**config.mk**
```make
export PLATFORM = sky130hd
export DESIGN_NAME = stopwatch_ctrl
export DESIGN_NICKNAME = d
export VERILOG_FILES = /design/src/rtl/stopwatch_ctrl.sv
export SDC_FILE = /design/constraint.sdc
export NUM_CORES = 1
export LEC_CHECK = 0
export CAP_MARGIN = 20
export CORE_MARGIN = 2
export CORE_UTILIZATION = 50
export DETAILED_ROUTE_END_ITERATION = 12
export PLACE_DENSITY = 0.72
export SLEW_MARGIN = 10
export SYNTH_ARGS = -nofsm -noshare
export SYNTH_HDL_FRONTEND = slang
export SYNTH_SLANG_ARGS = --single-unit
```
**constraint.sdc**
```tcl
create_clock -name clk -period 1.71 [get_ports clk]
set_clock_uncertainty 0.05 [all_clocks]
set_input_delay 0.342 -clock clk [delete_from_list [all_inputs] [get_ports clk]]
set_output_delay 0.342 -clock clk [all_outputs]
set_load 0.005 [all_outputs]
```
**src/rtl/stopwatch_ctrl.sv**
```systemverilog
// rtl/stopwatch_ctrl.sv - stopwatch key front end and count-control FSM; optional lap feature under STOPWATCH_LAP_EN

// One key: two-flop synchronizer, debouncer and single-cycle press pulse.
// The pulse is only allowed once the key has been seen released after reset.
module stopwatch_key #(
    parameter int DEB_CYCLES = 1000000
) (
    input  logic clk,
    input  logic rst_n,
    input  logic key_n,
    input  logic ready,
    output logic pulse
);
    localparam int            CW   = $clog2(DEB_CYCLES);
    localparam logic [CW-1:0] LAST = CW'(DEB_CYCLES - 1);

    logic          sync1;
    logic          sync2;
    logic          level;
    logic          level_d;
    logic          armed;
    logic [CW-1:0] cnt;

    // two-flop synchronizer for the asynchronous raw key
    always_ff @(posedge clk or negedge rst_n) begin
        if (!rst_n) begin
            sync1 <= 1'b1;
            sync2 <= 1'b1;
        end else begin
            sync1 <= key_n;
            sync2 <= sync1;
        end
    end

    // accept a new level only after DEB_CYCLES consecutive disagreeing samples
    always_ff @(posedge clk or negedge rst_n) begin
        if (!rst_n) begin
            level <= 1'b1;
            cnt   <= '0;
        end else if (sync2 == level) begin
            cnt <= '0;
        end else if (cnt == LAST) begin
            level <= sync2;
            cnt   <= '0;
        end else begin
            cnt <= cnt + 1'b1;
        end
    end

    // arm once a genuine released sample is seen, then pulse on each debounced 1->0
    always_ff @(posedge clk or negedge rst_n) begin
        if (!rst_n) begin
            level_d <= 1'b1;
            armed   <= 1'b0;
            pulse   <= 1'b0;
        end else begin
            level_d <= level;
            if (ready && sync2) begin
                armed <= 1'b1;
            end
            pulse <= armed && level_d && !level;
        end
    end
endmodule

module stopwatch_ctrl #(
    parameter int DEB_CYCLES = 1000000
) (
    input  logic       clk,
    input  logic       rst_n,
    input  logic       btn_start_n,
    input  logic       btn_clear_n,
`ifdef STOPWATCH_LAP_EN
    input  logic       btn_lap_n,
    output logic       lap_hold,
`endif
    output logic [1:0] cnt_ctrl
);
    typedef enum logic [1:0] {
        S_IDLE  = 2'b00,
        S_COUNT = 2'b01,
        S_PAUSE = 2'b10
    } state_t;

    state_t     state;
    state_t     state_next;
    logic [1:0] ready_sr;
    logic       ready;
    logic       start_pulse;
    logic       clear_pulse;

    // synchronizer outputs are reset values for two edges after reset; ready marks real samples
    always_ff @(posedge clk or negedge rst_n) begin
        if (!rst_n) begin
            ready_sr <= 2'b00;
        end else begin
            ready_sr <= {ready_sr[0], 1'b1};
        end
    end

    assign ready = ready_sr[1];

    stopwatch_key #(.DEB_CYCLES(DEB_CYCLES)) u_start (
        .clk   (clk),
        .rst_n (rst_n),
        .key_n (btn_start_n),
        .ready (ready),
        .pulse (start_pulse)
    );

    stopwatch_key #(.DEB_CYCLES(DEB_CYCLES)) u_clear (
        .clk   (clk),
        .rst_n (rst_n),
        .key_n (btn_clear_n),
        .ready (ready),
        .pulse (clear_pulse)
    );

    // state register; it drives the counter command bus directly
    always_ff @(posedge clk or negedge rst_n) begin
        if (!rst_n) begin
            state <= S_IDLE;
        end else begin
            state <= state_next;
        end
    end

    // next state: start wins in IDLE/COUNT, clear wins in PAUSE, 2'b11 recovers to IDLE
    always_comb begin
        state_next = state;
        case (state)
            S_IDLE: begin
                if (start_pulse) state_next = S_COUNT;
            end
            S_COUNT: begin
                if (start_pulse) state_next = S_PAUSE;
            end
            S_PAUSE: begin
                if (clear_pulse)      state_next = S_IDLE;
                else if (start_pulse) state_next = S_COUNT;
            end
            default: state_next = S_IDLE;
        endcase
    end

    assign cnt_ctrl = state;

`ifdef STOPWATCH_LAP_EN
    logic lap_pulse;
    logic lap_next;

    stopwatch_key #(.DEB_CYCLES(DEB_CYCLES)) u_lap (
        .clk   (clk),
        .rst_n (rst_n),
        .key_n (btn_lap_n),
        .ready (ready),
        .pulse (lap_pulse)
    );

    // lap toggles the display freeze while counting; entering IDLE always unfreezes
    always_comb begin
        lap_next = lap_hold;
        if (state_next == S_IDLE) begin
            lap_next = 1'b0;
        end else if (state == S_COUNT && lap_pulse) begin
            lap_next = ~lap_hold;
        end
    end

    // lap_hold register
    always_ff @(posedge clk or negedge rst_n) begin
        if (!rst_n) begin
            lap_hold <= 1'b0;
        end else begin
            lap_hold <= lap_next;
        end
    end
`endif
endmodule

```
## Word-level counts from Yosys, hierarchy flattened

Cells that the tools add are included.

- Register bits: 56
- Word-level logic and storage cells: 46
- Bits of input ports: 4

- Eq/ne operators: 7
- Bitwise logic cells: 2
- Reductions and logical operators: 11
- Multiplexer cells: 8
- Add/sub/neg operators: 2

Operators by type and width:

| kind | number |
|---|---|
| $mux 20 | 4 |
| $add 20x1->20 const B | 2 |
| $eq 20x20->1 const B | 2 |
| $logic_and 1x1->1 | 6 |
| $mux 2 | 3 |
| $pmux 2 s3 | 1 |
| $reduce_and 2->1 | 2 |
| $eq 1x1->1 | 2 |
| $eq 2x1->1 const B | 1 |
| $eq 2x2->1 const B | 1 |
| $logic_not 1->1 | 2 |
| $logic_not 2->1 | 1 |
| $ne 2x1->1 const B | 1 |
| $not 1->1 | 2 |

## Depth between registers and ports, before layout

Gate-level depths: netlist (run 1).

- Depth after elaboration: 3
- Depth in mapped cells: 6

## Hierarchy

Synthesis (run 1) repeated with hierarchy kept, for this count alone.

- Cells, all modules: 239
- Area, all modules: 2,566.2 um^2

Modules (own cells, without submodules):

| module | area each (um^2) | seq. area each (um^2) | instances | cells each |
|---|---|---|---|---|
| stopwatch_key | 1,209.9 | 655.6 | 2 | 114 |
| stopwatch_ctrl | 146.4 | 100.1 | 1 | 11 |

## Worst setup path after synthesis (run 1)

Ideal clock, no wire load.

- Kind: register to register
- Start point: register u_clear.cnt[0]
- End point: register u_clear.cnt[18]
- Stages on the path, launching flop included: 6
- Data arrival time: 1.528 ns
- Slack: 0.013 ns
- Setup time: 0.119 ns
- Cells stage by stage: dfrtp_1 ha_1 nand2_1 or4_4 o21a_1 o21ba_1

- Longest elaborated chain between the ends: 3
- Elaborated cells between the ends (all ways): 4
- Classes of those cells: 1 x add/sub; 1 x eq/ne; 2 x mux

RTL lines:

| what | line | RTL |
|---|---|---|
| from (decl) | 22 | `logic [CW-1:0] cnt;` |
| from (signal assigned) | 46 | `cnt <= cnt + 1'b1;` |
| $add 20x1->20 or $eq 20x20->1 (tied branches) | 46, 42 |  |
| $mux 20 * | 42 | `end else if (cnt == LAST) begin` |
| $mux 20 * | 40 | `end else if (sync2 == level) begin` |

Mark *: on every way between the ends. The rest lies on a longest branch, timed or not.
A chain may end at the register's enable or synchronous reset.

## Worst setup path in the final report (run 1)

- Start point: register u_clear.cnt[12]
- End point: register u_clear.cnt[18]

Same word-level chain as after synthesis.

==> results.ini, run 1 <==
[cells_and_area]
n_fill_cell=416
fin_cells=359
areaGrowthSynthToFinish_pct=21.41
diodes=0
most-common-layout-cells=44 x dfrtp_1, 34 x nor2_1, 23 x buf_4, 20 x xnor2_1, 14 x nand2_1
layout-drive-gt1-share_pct=25.26
final_common_cell=dfrtp_1
nets=294

[detailed_routing]
dr.pass1.iters=4
vias=1967
routed_via_density=5.479
drc_errors=0
drtIter0Drc=162
ant_nets=0
route.detailed.wl_per_inst_um=15.43
wirelength_um=5539

[worst_setup_path]
crit_type=reg2reg
start_kind=flip-flop
rrSetupSlack_ns=-0.03
crit_start=u_clear.cnt[12]
required_ns=1.87
crit_chain=nor4_2 -> nand4_1 -> o31ai_4 -> buf_6 -> o21ba_1
worstPathMaxFanout=8
r2r-start=u_clear.cnt[12]
end_kind=flip-flop
cp_num_buf_inv=1
cpMaxStageDelayCell=dfrtp_1
slowest_delay_ns=0.41
critical_path.top_delay_family=simple AND/OR/NAND/NOR gates
arrival_ns=1.90

[cts]
cts_tree=built
cts.root.buffer_cell=clkbuf_8
clk_pin_slew_ns=0.10
numClockSinks=56
clkLatencyLatePin_ns=0.31
cts-buffers-inserted=5
cts_max_path_buffers=2
htreeDepth=2

[pwr]
switchingPower_uw=513.9
combPwrFrac_pct=4.8
p_seq_share_pct=57.0
ir_drop_mv=0.2816
leakagePower_uw=0.001292
p_per_area_nw_per_um2=748.3
p_int_uw=1875
swShare_pct=21.51
clkPwrFrac_pct=38.2

[synth]
synth.yosys.seq_area_share_pct=53.66
syn_avg_cell_area_sq_um=10.44
syn-cell-area_sq_um=2630
ys_types=47
synth_area_leader_cell=dfrtp_1
syn_inst=252
synth_edf_count=0
synth_nets=258
synth_area_leaders=dfrtp_1 46%, dfstp_2 8.0%, xnor2_1 6.7%
async_flop_share_pct=100.0
ys_seq_elements=56
synth_top_area_share_pct=45.67
ys.flop_type=dfrtp_1
yosys_warnings=0

[global_routing]
grt_start_max_net_pins=57
antenna_found_initial=0
global_route.usage.met2_pct=30.71
grt_pass1_wl_um=8804
track_usage_pct=18.70
grt.met1_usage_pct=25.31
busiest_layer=met2
grt_pass1_vias=1875
grt.overflow.total=0
use_met3_pct=4.028

[floorplan]
die_area_sq_um=5856
pin_count=6
chipWidth_um=76.53
rows=26
die_height_um=76.53
core_sq_um=5107
initial_core_util_pct=51.49

[sta]
grt_setup_unrepaired=yes
period_minus_slack_ns=1.738
tns_ns=-0.03305
setup_slack_ns=-0.02799
timing.fmax_mhz=575.4
setup_viol=2
hold_viol=0
maxSlewViolCount=0
fin_crit_sh_pct=101.6

[run]
max_cap_viol_count=0

[placement]
hpwl_um=3420
gp_congestion=0.8690
portBuffers=5
dp_cells=341

[hold_path]
hp-class=reg2reg
hold_start=ready_sr[0]

[outcome]
violations=setup timing
outcome=finished, violations left

## final timing paths
check	to	depth (start not counted)
min	ready_sr[1]	0
min in group asynchronous	u_clear.cnt[19]	3
max reg2reg	u_clear.cnt[18]	5
min reg2reg	ready_sr[1]	0
max in group asynchronous	u_start.sync1	3
max	u_clear.cnt[18]	5
## Yosys cell counts (3+ instances only)
cell type   n
a21o_1      3
and2_1      3
xor2_1      7
a21oi_1    10
nand4_1     9
and3_1      4
inv_1      10
dfstp_2     8
dfrtp_1    48
nor3_1     10
xnor2_1    20
o21ai_0     6
o31ai_1     3
nand3b_1    3
or4_1       3
nor4_1      8
nor2_1     36
nand3_1    13
nand2_1    15
## power by group through the flow
| stage | Sequential, uW | Combinational [uW] | Clock (uW) |
|---|---|---|---|
| 4_1_cts | 1360 | 98.0 | 929 |
| 2_1_floorplan | 1380 | 40.6 | 0 |
| 3_5_place_dp | 1390 | 95.9 | 0 |
| 5_1_grt | 1360 | 126 | 976 |
| 3_3_place_gp | 1380 | 92.5 | 0 |
| 6_report | 1360 | 114 | 913 |
## area by class of cell
| cell class | instances | area [sq um] | share of cell area [%] |
|---|---|---|---|
| sequential | 56 | 1416 | 44.36 |
| multi-input combinational | 180 | 1204 | 37.70 |
| timing repair buffer | 35 | 326.6 | 10.23 |
| tap | 70 | 87.58 | 2.743 |
| clock buffer | 6 | 82.58 | 2.586 |
| clock inverter | 2 | 38.79 | 1.215 |
| inverter | 10 | 37.54 | 1.176 |
## logic make-up after synthesis
family	after synthesis	synth area share, %
fa+ha+maj	2	0.9513
mux	2	0.8563
compound gates	28	7.279
other cells	1	0.1426
flops	56	53.66
buf+inv	16	2.997
simple gates	120	25.12
xor+xnor	27	8.992
## per-stage QoR
step / hold WS [ns] / util (%) / total power, uW / cell area, sq um / setup slack (ns)
2_1_floorplan: -0.003591 / - / 1424 / 2630 / 0.01318
3_3_place_gp: 0.2845 / 56.71 / 1477 / 2897 / 0.07261
3_5_place_dp: 0.2987 / 56.71 / 1482 / 2897 / 0.03305
4_1_cts: 0.3169 / 59.28 / 2388 / 3028 / 0.01051
5_1_grt: 0.3189 / 62.52 / 2467 / 3193 / -0.1164
6_report: 0.3106 / 62.52 / 2389 / 3193 / -0.02799
## metal layers
metal	vias up	share of wire (%)
met3	10	3.2
met1	959	46
met5	-	0
li1	956	-
met2	42	50
met4	0	1.2
## flip-flops by register name, summed over array words and instances (netlist names), 2 cells and up
signal,count
ready_sr,2
u_start.cnt,20
u_clear.cnt,20
cnt_ctrl,2
## what timing repair did
| action | CTS | global route |
|---|---|---|
| hold buffers | 1 | 0 |
| endpoints found under the setup margin | 0 | 40 |
| setup buffers | 0 | 7 |
| resized for setup | 0 | 20 |
| hold endpoints to repair | 48 | 0 |
No activity file was read; power rests on OpenSTA's default activity.
==> inputs of run 2 (changes only) <==
--- a/config.mk
+++ b/config.mk
@@ -6,10 +6,9 @@
 export NUM_CORES = 1
 export LEC_CHECK = 0
 export CAP_MARGIN = 20
-export CORE_MARGIN = 2
-export CORE_UTILIZATION = 50
+export CORE_UTILIZATION = 55
 export DETAILED_ROUTE_END_ITERATION = 12
-export PLACE_DENSITY = 0.72
+export PLACE_DENSITY = 0.83
 export SLEW_MARGIN = 10
 export SYNTH_ARGS = -nofsm -noshare
 export SYNTH_HDL_FRONTEND = slang
==> results.ini, run 2 (synthesis gave the netlist of run 1 again) <==
[worst_setup_path]
cpMaxStageDelayCell=dfrtp_1
start_kind=flip-flop
crit_type=reg2reg
critical_path.top_delay_family=simple AND/OR/NAND/NOR gates
worstPathMaxFanout=8
slowest_delay_ns=0.36
arrival_ns=1.83
end_kind=flip-flop
cp_num_buf_inv=1
crit_chain=ha_1 -> nand2_1 -> or2_4 -> o31ai_2 -> buf_4 -> o21ba_1
required_ns=1.86

[detailed_routing]
dr.pass1.iters=5
routed_via_density=5.631
route.detailed.wl_per_inst_um=14.14
drc_errors=0
drtIter0Drc=125
vias=1892
ant_nets=0
wirelength_um=4752

[sta]
hold_viol=0
timing.fmax_mhz=596.6
fin_crit_sh_pct=98.02
setup_viol=0
maxSlewViolCount=0
setup_slack_ns=0.03391
grt_setup_unrepaired=yes
period_minus_slack_ns=1.676

[cts]
cts_tree=built
cts-buffers-inserted=5
htreeDepth=2
clkLatencyLatePin_ns=0.30
numClockSinks=56
cts.root.buffer_cell=clkbuf_8
cts_max_path_buffers=2
clk_pin_slew_ns=0.09

[cells_and_area]
layout-drive-gt1-share_pct=22.54
final_common_cell=dfrtp_1
most-common-layout-cells=42 x dfrtp_1, 35 x nor2_1, 22 x buf_4, 20 x xnor2_1, 15 x nand2_1
fin_area_sq_um=3039
areaGrowthSynthToFinish_pct=15.56
nets=289
reg.largest.list=u_clear.cnt (20), u_start.cnt (20)
diodes=0

[floorplan]
core_sq_um=4474
chipWidth_um=71.15
die_area_sq_um=5062
die_height_um=71.15
initial_core_util_pct=58.78
pin_count=6
rows=24

[global_routing]
antenna_found_initial=0
grt.overflow.total=0
grt_pass1_vias=1941
grt_start_max_net_pins=43
track_usage_pct=21.36
grt_pass1_wl_um=8438

[pwr]
ir_drop_mv=0.5184
leakagePower_uw=0.001231
p_per_area_nw_per_um2=709.8

[placement]
portBuffers=5
gp_congestion=0.8552
hpwl_um=3323
preCtsSetupSlack_ns=0.009338
placed_area_sq_um=2882

[outcome]
outcome=completed

[run]
max_cap_viol_count=0

[hold_path]
hp-class=reg2reg

[run 2: cell count changes in the layout (fill, tap and decap cells not counted), moves of 2 or more]
cell	delta
nor4_1	+3
nor4_2	-3
a21oi_1	-2
dfrtp_1	-2
a21oi_2	+2
buf_6	-3
dfrtp_2	+2
[run 2: worst reg2reg max path, delay by kind of cell, from the launching register on]
| kind | cells | cell delay [ns] |
|---|---|---|
| AOI/OAI and AO/OA | 2 | 0.37 |
| buffers and inverters | 1 | 0.20 |
| and+or+nand+nor | 2 | 0.40 |
| DFF | 1 | 0.36 |
| adders and majority gates | 1 | 0.18 |
[run 2: stage by stage]
stage / power [uW] / setup TNS (ns) / std cells / hold WS [ns] / util, %
6_report: 2157 / 0 / 336 / 0.3111 / 67.93
5_1_grt: 2244 / -0.3133 / 336 / 0.3195 / 67.93
3_3_place_gp: 1477 / 0 / 324 / 0.2368 / 64.40
4_1_cts: 2180 / 0 / 334 / 0.3131 / 66.86
3_5_place_dp: 1478 / 0 / 324 / 0.2299 / 64.40
2_1_floorplan: 1424 / 0 / 252 / -0.003591 / -
[run 2: path summary, 6_finish.rpt]
| check | cells after the start | slack (ns) | startpoint | end |
|---|---|---|---|---|
| max in group asynchronous | 3 | 0.60 | rst_n | u_start.level_d |
| max | 6 | 0.03 | u_clear.cnt[0] | u_clear.cnt[18] |
| min reg2reg | 0 | 0.31 | u_start.sync1 | u_start.sync2 |
| min in group asynchronous | 2 | 0.42 | rst_n | u_clear.cnt[5] |
| max reg2reg | 6 | 0.03 | u_clear.cnt[0] | u_clear.cnt[18] |
| min | 0 | 0.31 | u_start.sync1 | u_start.sync2 |
[run 2: power breakdown]
part | switching, uW | internal, uW | leakage (uW)
Clock | 409 | 292 | 0.0000414
Combinational | 56.6 | 38.6 | 0.000465
Sequential | 14.4 | 1350 | 0.000724
[run 2: layout make-up]
| cell class | instances | area (sq um) |
|---|---|---|
| fill | 334 | 1435 |
| timing repair buffer | 30 | 260.3 |
| multi-input combinational | 180 | 1169 |
| tap | 52 | 65.06 |
| clock inverter | 2 | 16.27 |
| clock buffer | 6 | 72.57 |
| inverter | 10 | 37.54 |
| sequential | 56 | 1419 |
[run 2: routing by layer]
metal  share of wire [%]  global-route usage, %  up-vias
li1                    -                      -      944
met1                  47                  27.91      906
met2                  48                  35.45       34
met3                 3.1                  4.558        8
met4                 1.7                  7.333        0
met5                   0                      0        -
[run 2: what timing repair did]
action | in CTS | in global routing
setup endpoints to repair | 1 | 41
setup buffers | 1 | 2
pin swaps | 1 | 3
hold endpoints to repair | 14 | 0
hold buffers | 1 | 0
gates resized for setup | 3 | 11
==> inputs of run 3 (changes only) <==
--- a/config.mk
+++ b/config.mk
@@ -6,9 +6,10 @@
 export NUM_CORES = 1
 export LEC_CHECK = 0
 export CAP_MARGIN = 20
-export CORE_UTILIZATION = 55
+export CORE_UTILIZATION = 56
 export DETAILED_ROUTE_END_ITERATION = 12
-export PLACE_DENSITY = 0.83
+export GPL_ROUTABILITY_DRIVEN = 0
+export PLACE_DENSITY = 0.81
 export SLEW_MARGIN = 10
 export SYNTH_ARGS = -nofsm -noshare
 export SYNTH_HDL_FRONTEND = slang
==> constraint.sdc (replaced) <==
create_clock -name clk -period 2.08 [get_ports clk]
set_clock_uncertainty 0.05 [all_clocks]
set_input_delay 0.416 -clock clk [delete_from_list [all_inputs] [get_ports clk]]
set_output_delay 0.416 -clock clk [all_outputs]
set_load 0.005 [all_outputs]
==> results.ini, run 3 (synthesis gave the netlist of run 1 again) <==
[global_routing]
grt_pass1_vias=1820
grt_pass1_wl_um=8066
antenna_found_initial=0
grt_start_max_net_pins=57
track_usage_pct=20.45
grt.overflow.total=0

[worst_setup_path]
start_kind=flip-flop
r2r-start=u_clear.cnt[0]
critical_path.top_delay_family=simple AND/OR/NAND/NOR gates
end_kind=flip-flop
crit_chain=ha_1 -> nand2_1 -> or2_1 -> o31ai_2 -> buf_4 -> o21ba_1
crit_type=reg2reg
cpMaxStageDelayCell=dfrtp_1
cp_num_buf_inv=1
required_ns=2.24
arrival_ns=2.00
crit_start=u_clear.cnt[0]
slowest_delay_ns=0.38
worstPathMaxFanout=20

[cells_and_area]
most-common-layout-cells=48 x dfrtp_1, 36 x nor2_1, 20 x xnor2_1, 15 x nand2_1, 13 x nand3_1
layout-drive-gt1-share_pct=11.83
reg.largest.list=u_clear.cnt (20), u_start.cnt (20)
diodes=0
final_common_cell=dfrtp_1
areaGrowthSynthToFinish_pct=7.469
nets=267

[run]
max_cap_viol_count=0

[pwr]
ir_drop_mv=0.4094
p_per_area_nw_per_um2=628.2
leakagePower_uw=0.001119
power_uw=1776

[floorplan]
die_area_sq_um=4974
rows=24
die_height_um=70.53
chipWidth_um=70.53
core_sq_um=4444
initial_core_util_pct=59.18
pin_count=6

[detailed_routing]
routed_via_density=5.904
drtIter0Drc=131
route.detailed.wl_per_inst_um=14.27
ant_nets=0
drc_errors=4
wirelength_um=4482
vias=1854
dr.pass1.iters=9

[cts]
cts-buffers-inserted=5
post_cts_buffers=0
clkLatencyLatePin_ns=0.31
cts.root.buffer_cell=clkbuf_8
numClockSinks=56
clk_pin_slew_ns=0.10
cts_hold_buf=0
cts_max_path_buffers=2
cts_tree=built
cts_repair_resize_count=0
htreeDepth=2

[sta]
maxSlewHeadroom_pct=57.94
tightest_slew_ns=0.6251
tns_ns=0
grt_setup_unrepaired=no
maxSlewViolCount=0
hold_viol=0
fin_crit_sh_pct=88.34
setup_slack_ns=0.2425
timing.fmax_mhz=544.2
setup_viol=0
period_minus_slack_ns=1.838

[placement]
portBuffers=5
hpwl_um=3120
preCtsSetupSlack_ns=0.2586

[hold_path]
hp-class=in2async

[outcome]
outcome=finished, violations left
violations=DRC

run 3: cell types whose count changed in the layout (fill, tap and decap cells not counted), sizes merged:
cell         change
buf             -21
clkbuf           -1
clkinvlp         +1
dlygate4sd3      -1
run 3: layer usage:
layer / wire length [um] / track usage, % / up-vias / share of wire, %
li1: - / - / 897 / -
met1: 2079 / 27.21 / 910 / 46
met2: 2188 / 34.30 / 40 / 49
met3: 164 / 4.701 / 7 / 3.7
met4: 48 / 5.333 / 0 / 1.1
met5: 0 / 0 / - / 0
run 3: power by group:
group / internal [uW] / leakage [uW] / switching [uW] / total, uW
clock: 239 / 0.0000404 / 352 / 591
sequential: 1110 / 0.000734 / 12.1 / 1120
combinational: 22.2 / 0.000345 / 43.1 / 65.3
total: 1370 / 0.00112 / 407 / 1780
run 3: layout make-up:
| class | instances | area [sq um] |
|---|---|---|
| Clock buffer | 5 | 68.82 |
| Clock inverter | 3 | 23.77 |
| Tap cell | 52 | 65.06 |
| Multi-Input combinational cell | 180 | 1140 |
| Inverter | 10 | 37.54 |
| Fill cell | 364 | 1618 |
| Timing Repair Buffer | 8 | 80.08 |
| Sequential cell | 56 | 1411 |
run 3: worst paths after layout:
kind / endpoint / slack (ns) / cells after the start
worst min register to register: ready_sr[1] / 0.31 / 0
min in group clk: ready_sr[1] / 0.31 / 0
worst max register to register: u_clear.cnt[18] / 0.24 / 6
max in group asynchronous: u_clear.level / 1.65 / 2
worst max-delay path: u_clear.cnt[18] / 0.24 / 6
worst min-delay path: u_clear.cnt[17] / 0.02 / 2
run 3: stage by stage:
step / hold slack, ns / instance area (sq um) / instances / util, %
6_report: 0.01951 / 2826 / 314 / 63.60
5_1_grt: 0.05841 / 2826 / 314 / 63.60
4_1_cts: 0.04838 / 2826 / 314 / 63.60
3_5_place_dp: 0.2896 / 2734 / 306 / 61.51
3_3_place_gp: 0.2866 / 2734 / 306 / 61.51
2_1_floorplan: 0.07041 / 2630 / 252 / -
run 3: worst register-to-register path: stages, from the launching register on:
cell and delay [ns]:
dfrtp_1 0.38, ha_1 0.20, nand2_1 0.13, or2_1 0.30
o31ai_2 0.23, buf_4 0.27, o21ba_1 0.18
==> variant: new RTL, config.mk and constraints of run 1 <==
Add a define of `STOPWATCH_LAP_EN`.
--- a/src/rtl/stopwatch_ctrl.sv
+++ b/src/rtl/stopwatch_ctrl.sv
@@ -3,4 +3,6 @@
 // One key: two-flop synchronizer, debouncer and single-cycle press pulse.
 // The pulse is only allowed once the key has been seen released after reset.
+`define STOPWATCH_LAP_EN
+
 module stopwatch_key #(
     parameter int DEB_CYCLES = 1000000
Ports: changed (added btn_lap_n and lap_hold); port bits go from 6 to 8. The function was not compared with the original's and may differ.
==> variant against run 1 <==
The flow still finishes with violations (negative setup slack); sequential cell count up 27; synthesized cell count grew 45%; sequential power up 48%; count of clock-buffer cells in the layout up 4; power increased by 65%; design area is 59% higher; largest power group unchanged; core utilization rose by 7.7 points; worst setup slack got worse by 0.31 ns; synthesized area rose by 43%; via count is 55% higher; critical path type unchanged; non-clock buffer count rose by 41; routed wire length up 55%.
==> variant: results (changes against run 1) <==
** Timing
- The smallest setup slack after layout was -0.3351 ns (-0.3071 ns).
- The final number of setup-violating endpoints came to 61 (+59).
- The sum of negative setup slack came to -9.881 ns (-9.848 ns).

** Placed design
- Final weighted congestion in routability-driven placement :: 0.9038 (+4.0%)
- The post-detailed-placement half-perimeter wirelength was 5271 um (+54%).

** Synthesis
- Post-synthesis share of cell area spent on full adders, half adders and majority gates :: 1.000% (+0.049 points)
- Sorting the synthesized cells by area gives the leading types as dfrtp_1 47%, dfstp_2 8.4%, xor2_1 5.1%, nor2_1 4.7%, xnor2_1 4.0%.
- Most frequent cells after synthesis :: 71 x dfrtp_1, 47 x nor2_1, 26 x nand2_1
- Sequential fraction of the synthesis area :: 55.75% (+2.1 points)
- Synth Net Count :: 373 (+45%)
- Area fraction in compound gates after synthesis :: 7.236% (-0.043 points)
- Xor and xnor fraction of the mapped netlist area :: 9.103% (+0.11 points)

** Worst setup path
- In this run the worst setup path begins at u_lap.cnt[13].
- Critical path peak fanout :: 20 (+12)

** GRT
- The first-pass GRT wire length came to 13850 um (+57%).
- All-layer global routing usage :: 21.11% (+2.4 points)
- Number of global-route vias before repair :: 2974 (+59%)
- The pin count of the biggest net entering global routing is 51 (-11%).

** Run status
- The flow ran to the end, but the final reports show violations.
- Violations in the final reports :: negative setup slack

** Routing
- The initial detailed-routing violation count was 253 (+56%).
- The mean number of vias per cell came to 5.573 (+1.7%).
- The total length of routed wires is 8597 um (+55%).

** Power
- Clk network pwr share :: 43.7% (+5.5 points)
- The combinational gate power was 198 uW (+74%).
- Worst VDD drop :: 586.8 uV (+110%)

** CTS
- The CTS buffer count was 9 (+4).
- The quantity of gates resized following cts is 28 (+28).
- The H-tree depth is 3 (+1).
- The worst-skew pair later-pin latency came to 0.36 ns (+0.05 ns).

** Layout
- The largest registers in the layout are u_clear.cnt: 20 flops, u_lap.cnt: 20 flops, u_start.cnt: 20 flops.
- Share of layout cells above drive strength 1 :: 36.91% (+12 points)
- The total of fill cells in the finished design was 529 (+27%).
variant: changes by cell type in the layout (fill, tap and decap cells not counted), sizes merged, moves of 4 or more:
cell	before	now
buf	29	69
dfrtp	48	71
xor2	7	22
or3	1	14
a21oi	10	21
nand2	15	26
nor2	36	47
o21ai	6	17
nand3	14	22
or4	4	10
dfstp	8	12
nand4	11	15
variant: worst paths after layout:
check	end	cells past startpoint
setup / recovery	u_lap.cnt[9]	5
hold / removal	u_start.sync2	0
setup reg to reg	u_lap.cnt[9]	5
hold reg to reg	u_start.sync2	0
max in group asynchronous	u_lap.level_d	3
min in group asynchronous	lap_hold	3
variant: routing by layer:
metal / global-route usage (%) / vias to the layer above / share of wire (%)
met3: 5.008 / 16 / 3.5
met2: 35.82 / 66 / 51
met5: 0 / - / 0
met1: 26.81 / 1509 / 44
li1: - / 1452 / -
met4: 6.538 / 0 / 2.0
variant: critical path: stages (launching register included):
cell	delay, ns
dfrtp_1	0.38
or4b_4	0.52
or4_4	0.58
o21ai_4	0.16
buf_12	0.17
nor2_1	0.06
variant: area by class of cell:
class | instances | area (um^2) | share of cell area [%]
inverters | 8 | 30.03 | 0.5900
clock buffers | 10 | 137.6 | 2.704
multi-input cells | 264 | 1944 | 38.20
well taps | 99 | 123.9 | 2.434
clock inverters | 6 | 112.6 | 2.212
flip-flops and latches | 83 | 2095 | 41.15
repair buffers | 76 | 646.9 | 12.71
variant: per-stage QoR:
step | util [%] | hold WS, ns | setup WS [ns] | instances
after global routing | 70.17 | 0.3167 | -0.3937 | 546
after floorplan | - | -0.003591 | -0.2991 | 365
after global placement | 61.14 | 0.2830 | -0.3009 | 520
final | 70.17 | 0.3042 | -0.3351 | 546
after CTS | 66.71 | 0.3020 | -0.3286 | 541
after detailed placement | 61.14 | 0.2903 | -0.3350 | 520
